File: src/rtl/uart_tx_arbiter.sv
// Round-robin arbiter sharing one UART transmitter among NUM_REQ byte requesters, with grant lock.
// Define UART_TX_ARB_LOCK_TIMEOUT_EN to force-release a lock whose owner goes quiet.
module uart_tx_arbiter #(
    parameter int unsigned NUM_REQ      = 4,
    parameter int unsigned LOCK_TIMEOUT = 1024,
    localparam int unsigned GW          = $clog2(NUM_REQ)
) (
    input  logic                 clk,
    input  logic                 reset_n,
    input  logic [NUM_REQ-1:0]   req_valid,
    input  logic [8*NUM_REQ-1:0] req_data,
    input  logic [NUM_REQ-1:0]   req_lock,
    output logic [NUM_REQ-1:0]   req_ready,
    output logic [GW-1:0]        grant_id,
    output logic                 busy,
    output logic                 lock_timeout,
    output logic [7:0]           tx_hold_reg,
    output logic                 rst_tx_empty,
    input  logic                 txrdy
);

    typedef enum logic [2:0] {StIdle, StAccept, StStart, StWaitLo, StWaitHi} state_e;

    state_e          state_q, state_d;
    logic [GW-1:0]   gnt_q, gnt_d;
    logic [GW-1:0]   rr_q, rr_d;
    logic [GW-1:0]   owner_q, owner_d;
    logic            lock_q, lock_d;
    logic [7:0]      txh_q, txh_d;
    logic [GW-1:0]   gid_q, gid_d;
    logic            cand_found;
    logic [GW-1:0]   cand_idx;

    // A held lock restricts the candidate set to the owner; otherwise rotate from rr_q.
    always_comb begin
        int unsigned j;
        cand_found = 1'b0;
        cand_idx   = '0;
        j          = 0;
        if (lock_q) begin
            cand_found = req_valid[owner_q];
            cand_idx   = owner_q;
        end else begin
            for (int unsigned k = 0; k < NUM_REQ; k++) begin
                j = (32'(rr_q) + k) % NUM_REQ;
                if (!cand_found && req_valid[j]) begin
                    cand_found = 1'b1;
                    cand_idx   = j[GW-1:0];
                end
            end
        end
    end

`ifdef UART_TX_ARB_LOCK_TIMEOUT_EN
    localparam int unsigned CW = $clog2(LOCK_TIMEOUT + 1);
    logic [CW-1:0] cnt_q, cnt_d;
    logic          lto_q, lto_d;
`endif

    always_comb begin
        state_d = state_q;
        gnt_d   = gnt_q;
        rr_d    = rr_q;
        owner_d = owner_q;
        lock_d  = lock_q;
        txh_d   = txh_q;
        gid_d   = gid_q;
        unique case (state_q)
            StIdle: begin
                if (txrdy && cand_found) begin
                    gnt_d   = cand_idx;
                    state_d = StAccept;
                end
            end
            StAccept: begin
                if (req_valid[gnt_q]) begin
                    txh_d   = req_data[8*gnt_q +: 8];
                    gid_d   = gnt_q;
                    rr_d    = (gnt_q == GW'(NUM_REQ - 1)) ? '0 : gnt_q + GW'(1);
                    lock_d  = req_lock[gnt_q];
                    owner_d = gnt_q;
                    state_d = StStart;
                end else begin
                    state_d = StIdle;
                end
            end
            StStart:  state_d = StWaitLo;
            StWaitLo: if (!txrdy) state_d = StWaitHi;
            StWaitHi: if (txrdy) state_d = StIdle;
            default:  state_d = StIdle;
        endcase
`ifdef UART_TX_ARB_LOCK_TIMEOUT_EN
        cnt_d = cnt_q;
        lto_d = 1'b0;
        if ((state_q == StAccept && req_valid[gnt_q]) || !lock_q) begin
            cnt_d = '0;
        end else if (state_q == StIdle && !req_valid[owner_q]) begin
            if (cnt_q == CW'(LOCK_TIMEOUT - 1)) begin
                cnt_d  = '0;
                lock_d = 1'b0;
                lto_d  = 1'b1;
            end else begin
                cnt_d = cnt_q + CW'(1);
            end
        end
`endif
    end

    always_ff @(posedge clk) begin
        if (!reset_n) begin
            state_q <= StIdle;
            gnt_q   <= '0;
            rr_q    <= '0;
            owner_q <= '0;
            lock_q  <= 1'b0;
            txh_q   <= '0;
            gid_q   <= '0;
        end else begin
            state_q <= state_d;
            gnt_q   <= gnt_d;
            rr_q    <= rr_d;
            owner_q <= owner_d;
            lock_q  <= lock_d;
            txh_q   <= txh_d;
            gid_q   <= gid_d;
        end
    end

`ifdef UART_TX_ARB_LOCK_TIMEOUT_EN
    always_ff @(posedge clk) begin
        if (!reset_n) begin
            cnt_q <= '0;
            lto_q <= 1'b0;
        end else begin
            cnt_q <= cnt_d;
            lto_q <= lto_d;
        end
    end
    assign lock_timeout = lto_q;
`else
    assign lock_timeout = 1'b0;
`endif

    always_comb begin
        req_ready = '0;
        if (state_q == StAccept) req_ready[gnt_q] = 1'b1;
    end

    assign busy         = (state_q != StIdle);
    assign rst_tx_empty = (state_q == StStart);
    assign tx_hold_reg  = txh_q;
    assign grant_id     = gid_q;

endmodule
File: config.mk
export PLATFORM = sky130hd
export DESIGN_NAME = uart_tx_arbiter
export DESIGN_NICKNAME = d
export VERILOG_FILES = /design/src/rtl/uart_tx_arbiter.sv
export SDC_FILE = /design/constraint.sdc
export NUM_CORES = 1
export LEC_CHECK = 0
export CAP_MARGIN = 20
export CORE_MARGIN = 2
export CORE_UTILIZATION = 44
export DETAILED_ROUTE_END_ITERATION = 6
export PLACE_DENSITY = 0.94
export REMOVE_ABC_BUFFERS = 1
export SETUP_SLACK_MARGIN = 0.3
export SLEW_MARGIN = 20
export SYNTH_ARGS = -nofsm -noshare
export SYNTH_HDL_FRONTEND = slang
export SYNTH_SLANG_ARGS = --single-unit
File: constraint.sdc
create_clock -name clk -period 2.51 [get_ports clk]
set_input_delay 0.502 -clock clk [delete_from_list [all_inputs] [get_ports clk]]
set_output_delay 0.502 -clock clk [all_outputs]
set_load 0.02 [all_outputs]
==> reports/results.ini, run 1 <==
[yosys]
postSynth.asyncResetShare_pct=0
synth.top_cells.by_area=dfxtp_1 28%, mux4_2 16%, mux2i_1 10%, nor2b_1 7.8%, ha_1 3.9%
post_synth_mux_area_share_pct=27.9
synthXorXnorAreaFrac_pct=0
post-synth-top-area-fraction_pct=28.0
synth-seq-cells=18
post_synth_and_or_nand_nor_area_fraction_pct=25.1
synth_most_common_cell=dfxtp_1
synth_top_cells_by_count=18 x dfxtp_1, 16 x nor2b_1, 13 x mux2i_1
synth-warning-count=0
synth_top_family_by_area=multiplexers
synth.largest_area_cell=dfxtp_1
yosysSeqAreaShare_pct=28.0
syn_area_sq_um=1280
synth.lib_cells_used.distinct=37
synth_area_in_adders_pct=3.89
average_size_of_a_mapped_cell_sq_um=9.66
number_of_enable_type_register_cells_in_the_synthesized_netlist=0
compound_gate_portion_of_the_synthesized_area_pct=9.06
synthesis.instances=133
synth_top_flop_cell=dfxtp_1

[power]
power_switching_w=0.000219
seqPwrFrac_pct=42.2
p_per_area_nw_per_um2=395
power.internal_w=0.000544
power.clock.fraction_pct=24.3
leakagePower_nw=0.799
ir_worst_vdd_v=0.000320
switching_share_pct=28.7
comb_power_share_pct=33.5

[route]
antenna_violating_nets_post_route=0
drt_first_pass_iters=4
number_of_drc_violations_after_detailed_routing=0
vias=1281
drt-vias-per-instance=5.74
wl_per_cell_um=15.6
route.final.wire_length_um=3480
initialDrtViolationCount=61

[worst_setup_path]
critical_path_peak_fanout=4
crit_path_cell_trace=inv_2 -> ha_1 -> and3_1 -> clkdlybuf4s50_1
crit_path_capture_type=output port
r2r_end=tx_hold_reg[3]
timing_worst_setup_path_type=register to output port
worst-r2r-cell-count=5
worstSetupStartpointType=register
cp.required_ns=2.01
max_stage_delay_ns=0.53
r2r_setup_slack_ns=0.64
worst_path_max_delay_cell=clkdlybuf4s50_1
worstPathArrival_ns=1.66
startpoint_of_the_worst_register_to_register_path=gnt_q[0]

[hold_path]
hold_path_end=tx_hold_reg[4]
timing.hold.worst.start=tx_hold_reg[4]
hold_path_class=register to register
whs_path_depth=2

[timing]
finalMaxSlewViolations=0
setup_viol=0
finalHoldViolCount=0
setup_tns_ns=0
layout_worst_path_cycle_share_pct=86.0
fmax_mhz=463
holdWs_ns=0.547
min_period_ns=2.16
final_critical_path_setup_slack_ns=0.352
finalClockSkew_ns=0.00182
rsz_0062_raised_after_global_routing=no

[global_routing]
grt.met1_usage_pct=24.6
grt_most_used_layer=met2
grtUsageMet3_pct=2.90
gr-total-overflow=0
antenna_found_initial=0
grt_first_pass_wirelength_um=5620
met2_usage_pct=41.4
grt.total_usage_pct=21.9
grt_max_degree=17
first_global_vias=1309

[cells_and_area]
register_area_sq_um=367
filler_cell_count=204
multi_input_combinational_cell_area_sq_um=855
antenna_cells=0
utilization_pct=70.1
layout-drive-gt1-share_pct=13.5
largest_reg_flops=8
net_total_in_the_final_layout=240
area_delta_synth_final_pct=50.4

[floorplan]
design.portCount=60
die_w_um=58.0
initial_utilization_pct=46.6
placement_rows=19
dieArea_sq_um=3370
fp.coreArea_sq_um=2760
die_h_um=58.0

[clocking]
setup_fix_buffers_added_after_clock_tree_synthesis=0
cts_buffers=3
cts.path.max_buffers=2
clock_sinks=18
cts.htree.levels=1
clk_pin_slew_worst_paths_ns=0.11
clock_latency_ns=0.30
clk_root_buffer_cell=clkbuf_4
tritoncts=done

[place]
dp.final_hpwl_um=2800
number_of_port_buffers=58
gp_routability_congestion=0.867
placement.setup.worst_slack_ns=0.239

[job]
max-cap-violations=0

[outcome]
run_status=finished, final reports clean

[per-stage QoR]
| stage | std cells | instance area, sq um | power, W |
|---|---|---|---|
| 2_1_floorplan | 125 | 1230 | 0.000452 |
| 3_3_place_gp | 219 | 1880 | 0.000570 |
| 3_5_place_dp | 219 | 1880 | 0.000583 |
| 4_1_cts | 223 | 1930 | 0.000765 |
| 5_1_grt | 223 | 1930 | 0.000798 |
| 6_report | 223 | 1930 | 0.000763 |
[kinds of logic (layout without fill, tap and decap cells)]
| group | Yosys count | in the layout |
|---|---|---|
| muxes | 23 | 23 |
| adders and majority gates | 4 | 4 |
| and+or+nand+nor | 56 | 56 |
| AOI/OAI and AO/OA | 19 | 19 |
| other | 1 | 1 |
| DFF | 18 | 18 |
| buffers and inverters | 12 | 71 |
[worst max-delay path by stage]
stage                 start  slack [ns]              to
3_3_place_gp   req_valid[2]        0.32  tx_hold_reg[4]
6_report           gnt_q[0]        0.35    req_ready[0]
5_1_grt            gnt_q[1]        0.31    req_ready[0]
2_1_floorplan      gnt_q[0]        0.57          lock_q
4_1_cts            gnt_q[1]        0.29    req_ready[3]
3_5_place_dp   req_valid[2]        0.24  tx_hold_reg[3]
[placed cells by master (no fill, tap or decap), types with 2 or more instances in the layout]
cell type	Yosys	routed
a21oi_1	8	8
nor3_1	3	3
inv_2	2	2
mux2i_1	13	13
nor2b_1	16	16
inv_1	2	2
nand2_1	10	10
mux4_2	9	9
dlymetal6s2s_1	0	2
nand3_1	4	4
and3_1	5	5
clkdlybuf4s50_1	0	55
nand3b_1	2	2
o21ai_0	3	3
dfxtp_1	18	15
buf_4	2	5
clkbuf_4	0	3
nor2_1	7	6
dfxtp_2	0	2
ha_1	4	4
nand2b_1	3	3
nor3b_1	2	2
[repair_timing]
item,CTS,global route
hold buffers,0,0
setup endpoints to repair,4,5
gates cloned,0,0
gates resized for setup,4,4
[worst max-delay path, delay by kind of cell, from the launching register on]
family | cells | cell delay [ns]
adder cells (fa/ha/maj) | 1 | 0.18
buffers and inverters | 2 | 0.60
flip-flops | 1 | 0.41
AND/OR/NAND/NOR | 1 | 0.16
[metal layers]
layer / up-vias / routed length [um]
li1: 601 / -
met1: 604 / 1290
met2: 68 / 1880
met3: 8 / 262
met4: 0 / 46
met5: - / 0
[power by group through the flow]
stage	Sequential, W	Combinational (W)	Clock (W)
after floorplan	0.000338	0.000114	0
after global placement	0.000326	0.000244	0
after detailed placement	0.000328	0.000255	0
after CTS	0.000321	0.000257	0.000187
after global routing	0.000325	0.000276	0.000197
final	0.000322	0.000256	0.000185
[layout make-up]
cell class / count / share of cell area [%]
flip-flops and latches: 18 / 19.0
clock buffers: 4 / 1.88
repair buffers: 63 / 32.2
well taps: 31 / 2.01
multi-input cells: 103 / 44.2
inverters: 4 / 0.777
No activity file was read; power rests on OpenSTA's default activity.
==> inputs of run 2 (changes only) <==
GPL_TIMING_DRIVEN = 0   (was unset)
SETUP_SLACK_MARGIN = unset   (was 0.3)
==> run 2 against run 1 <==
Compared with the run above:
- non-clock buffer count shrank 5
- wire length down 4.0%
- critical path type unchanged
- clock skew grew 0.00089 ns
==> reports/results.ini, run 2 (synthesized netlist as in run 1, its figures left out) <==
[worst_setup_path]
startpoint_of_the_worst_register_to_register_path=gnt_q[0]
worstSetupStartpointType=register
cp.required_ns=2.01  ; about the same
setup.worst_path.end=req_ready[3]
worst-r2r-cell-count=4  ; -1
worstPathArrival_ns=1.95  ; +0.29 ns
r2r_end=rr_q[1]
critical_path.startpoint=state_q[1]
crit_path_capture_type=output port
critical_path_peak_fanout=7  ; +3
timing_worst_setup_path_type=register to output port
r2r_setup_slack_ns=0.69  ; +0.05 ns

[timing]
setup_viol=0  ; unchanged
layout_worst_path_cycle_share_pct=97.6  ; +12 points
finalClockSkew_ns=0.00271  ; +0.000892 ns
finalHoldViolCount=0  ; unchanged
final_critical_path_setup_slack_ns=0.0610  ; -0.291 ns
worst_slew_margin_rel_pct=64.1
min_period_ns=2.45  ; +0.291 ns
holdWs_ns=0.547  ; -0.000198 ns
fmax_mhz=408  ; -12%
rsz_0062_raised_after_global_routing=no
finalMaxSlewViolations=0  ; unchanged
tightestPinTransition_ns=0.537

[floorplan]
design.portCount=60  ; unchanged
die_w_um=58.0  ; unchanged
placement_rows=19  ; unchanged
dieArea_sq_um=3370  ; unchanged
fp.coreArea_sq_um=2760  ; unchanged
initial_utilization_pct=46.6  ; unchanged
die_h_um=58.0  ; unchanged

[outcome]
run_status=finished, final reports clean

[place]
dp.final_hpwl_um=2520  ; -9.9%
number_of_port_buffers=58  ; unchanged
placement.setup.worst_slack_ns=-0.00330  ; -0.242 ns
gp_routability_congestion=0.877  ; +1.2%

[route]
drt_first_pass_iters=4  ; unchanged
wl_per_cell_um=15.3  ; -1.8%
vias=1254  ; -2.1%
drt-vias-per-instance=5.75  ; +0.14%
antenna_violating_nets_post_route=0  ; unchanged
route.final.wire_length_um=3340  ; -4.0%
initialDrtViolationCount=32  ; -48%
number_of_drc_violations_after_detailed_routing=0  ; unchanged

[clocking]
ctsHoldBuffers=0  ; unchanged
clock_sinks=18  ; unchanged
clk_root_buffer_cell=clkbuf_4
clock_latency_ns=0.30  ; about the same
cts.htree.levels=1  ; unchanged
cts.path.max_buffers=2  ; unchanged
cts_buffers=3  ; unchanged
clk_pin_slew_worst_paths_ns=0.11  ; about the same
tritoncts=done
setup_fix_buffers_added_after_clock_tree_synthesis=0  ; unchanged

[cells_and_area]
net_total_in_the_final_layout=235  ; -2.1%
largest_reg_flops=8  ; unchanged
layout_commonest_cell=clkdlybuf4s50_1
area_delta_synth_final_pct=46.9
layout-drive-gt1-share_pct=10.2  ; -3.4 points
filler_cell_count=210  ; +2.9%
antenna_cells=0  ; unchanged
layout_common_cells=58 x clkdlybuf4s50_1, 16 x nor2b_1, 16 x dfxtp_1
utilization_pct=68.5  ; -1.6 points

[power]
leakagePower_nw=0.731  ; -8.6%
ir_worst_vdd_v=0.000294  ; -8.0%
p_per_area_nw_per_um2=397  ; +0.68%
power.total_w=0.000750  ; -1.7%

[global_routing]
antenna_found_initial=0  ; unchanged
grt_first_pass_wirelength_um=5330  ; -5.3%
first_global_vias=1213  ; -7.3%
gr-total-overflow=0  ; unchanged
grt_max_degree=19  ; +2
grt.total_usage_pct=20.5  ; -1.4 points

[job]
max-cap-violations=0  ; unchanged

[hold_path]
timing.hold.worst.start=tx_hold_reg[0]
hold_path_class=register to register

==> run 2: cell count changes in the layout (fill, tap and decap cells not counted) <==
cell | before | now
clkdlybuf4s50_1 | 55 | 58
nor2_2 | 1 | 0
dlymetal6s2s_1 | 2 | 0
nor2_1 | 6 | 7
buf_4 | 5 | 0
dfxtp_2 | 2 | 1
dlygate4sd2_1 | 1 | 0
dfxtp_1 | 15 | 16
==> run 2: repair_timing <==
item                                    in CTS  in global routing
endpoints found under the hold margin        0                  0
gates resized for setup                      3                  0
endpoints found under the setup margin       4                  0
==> run 2: through the flow <==
step | std cells | instance area [sq um] | TNS (ns)
floorplan | 125 | 1230 | 0
global placement | 214 | 1850 | 0
detailed placement | 214 | 1850 | -0.00330
CTS | 218 | 1890 | 0
global route | 218 | 1890 | 0
finish | 218 | 1890 | 0
==> run 2: routing by layer <==
layer / track usage (%) / vias to the layer above / part of all wire [%]
li1: - / 587 / -
met1: 23.8 / 598 / 38
met2: 36.2 / 57 / 54
met3: 3.79 / 12 / 6.0
met4: 9.63 / 0 / 2.8
met5: 0 / - / 0
==> run 2: area by class of cell <==
cell class                      instances  area [sq um]  share of cell area [%]
Timing Repair Buffer                   58           581                    30.7
Sequential cell                        18           365                    19.4
Multi-Input combinational cell        103           852                    45.1
Clock buffer                            4          36.3                    1.92
Inverter                                4          15.0                   0.795
Tap cell                               31          38.8                    2.05
==> run 2: power by group <==
part	internal, W	switching [W]
clock network	0.0000885	0.0000955
logic	0.000148	0.0000871
registers	0.000301	0.0000303
total	0.000537	0.000213
==> run 2: critical path: stages, from the launching register on <==
cell	delay (ns)
dfxtp_1	0.37
nor2_1	0.42
and3_1	0.25
clkdlybuf4s50_1	0.61
==> run 2: worst min-delay path by stage <==
stage,cells past startpoint,end
after CTS,2,tx_hold_reg[0]
after global routing,2,tx_hold_reg[6]
after global placement,2,tx_hold_reg[5]
final,2,tx_hold_reg[0]
after floorplan,2,state_q[2]
after detailed placement,2,tx_hold_reg[0]
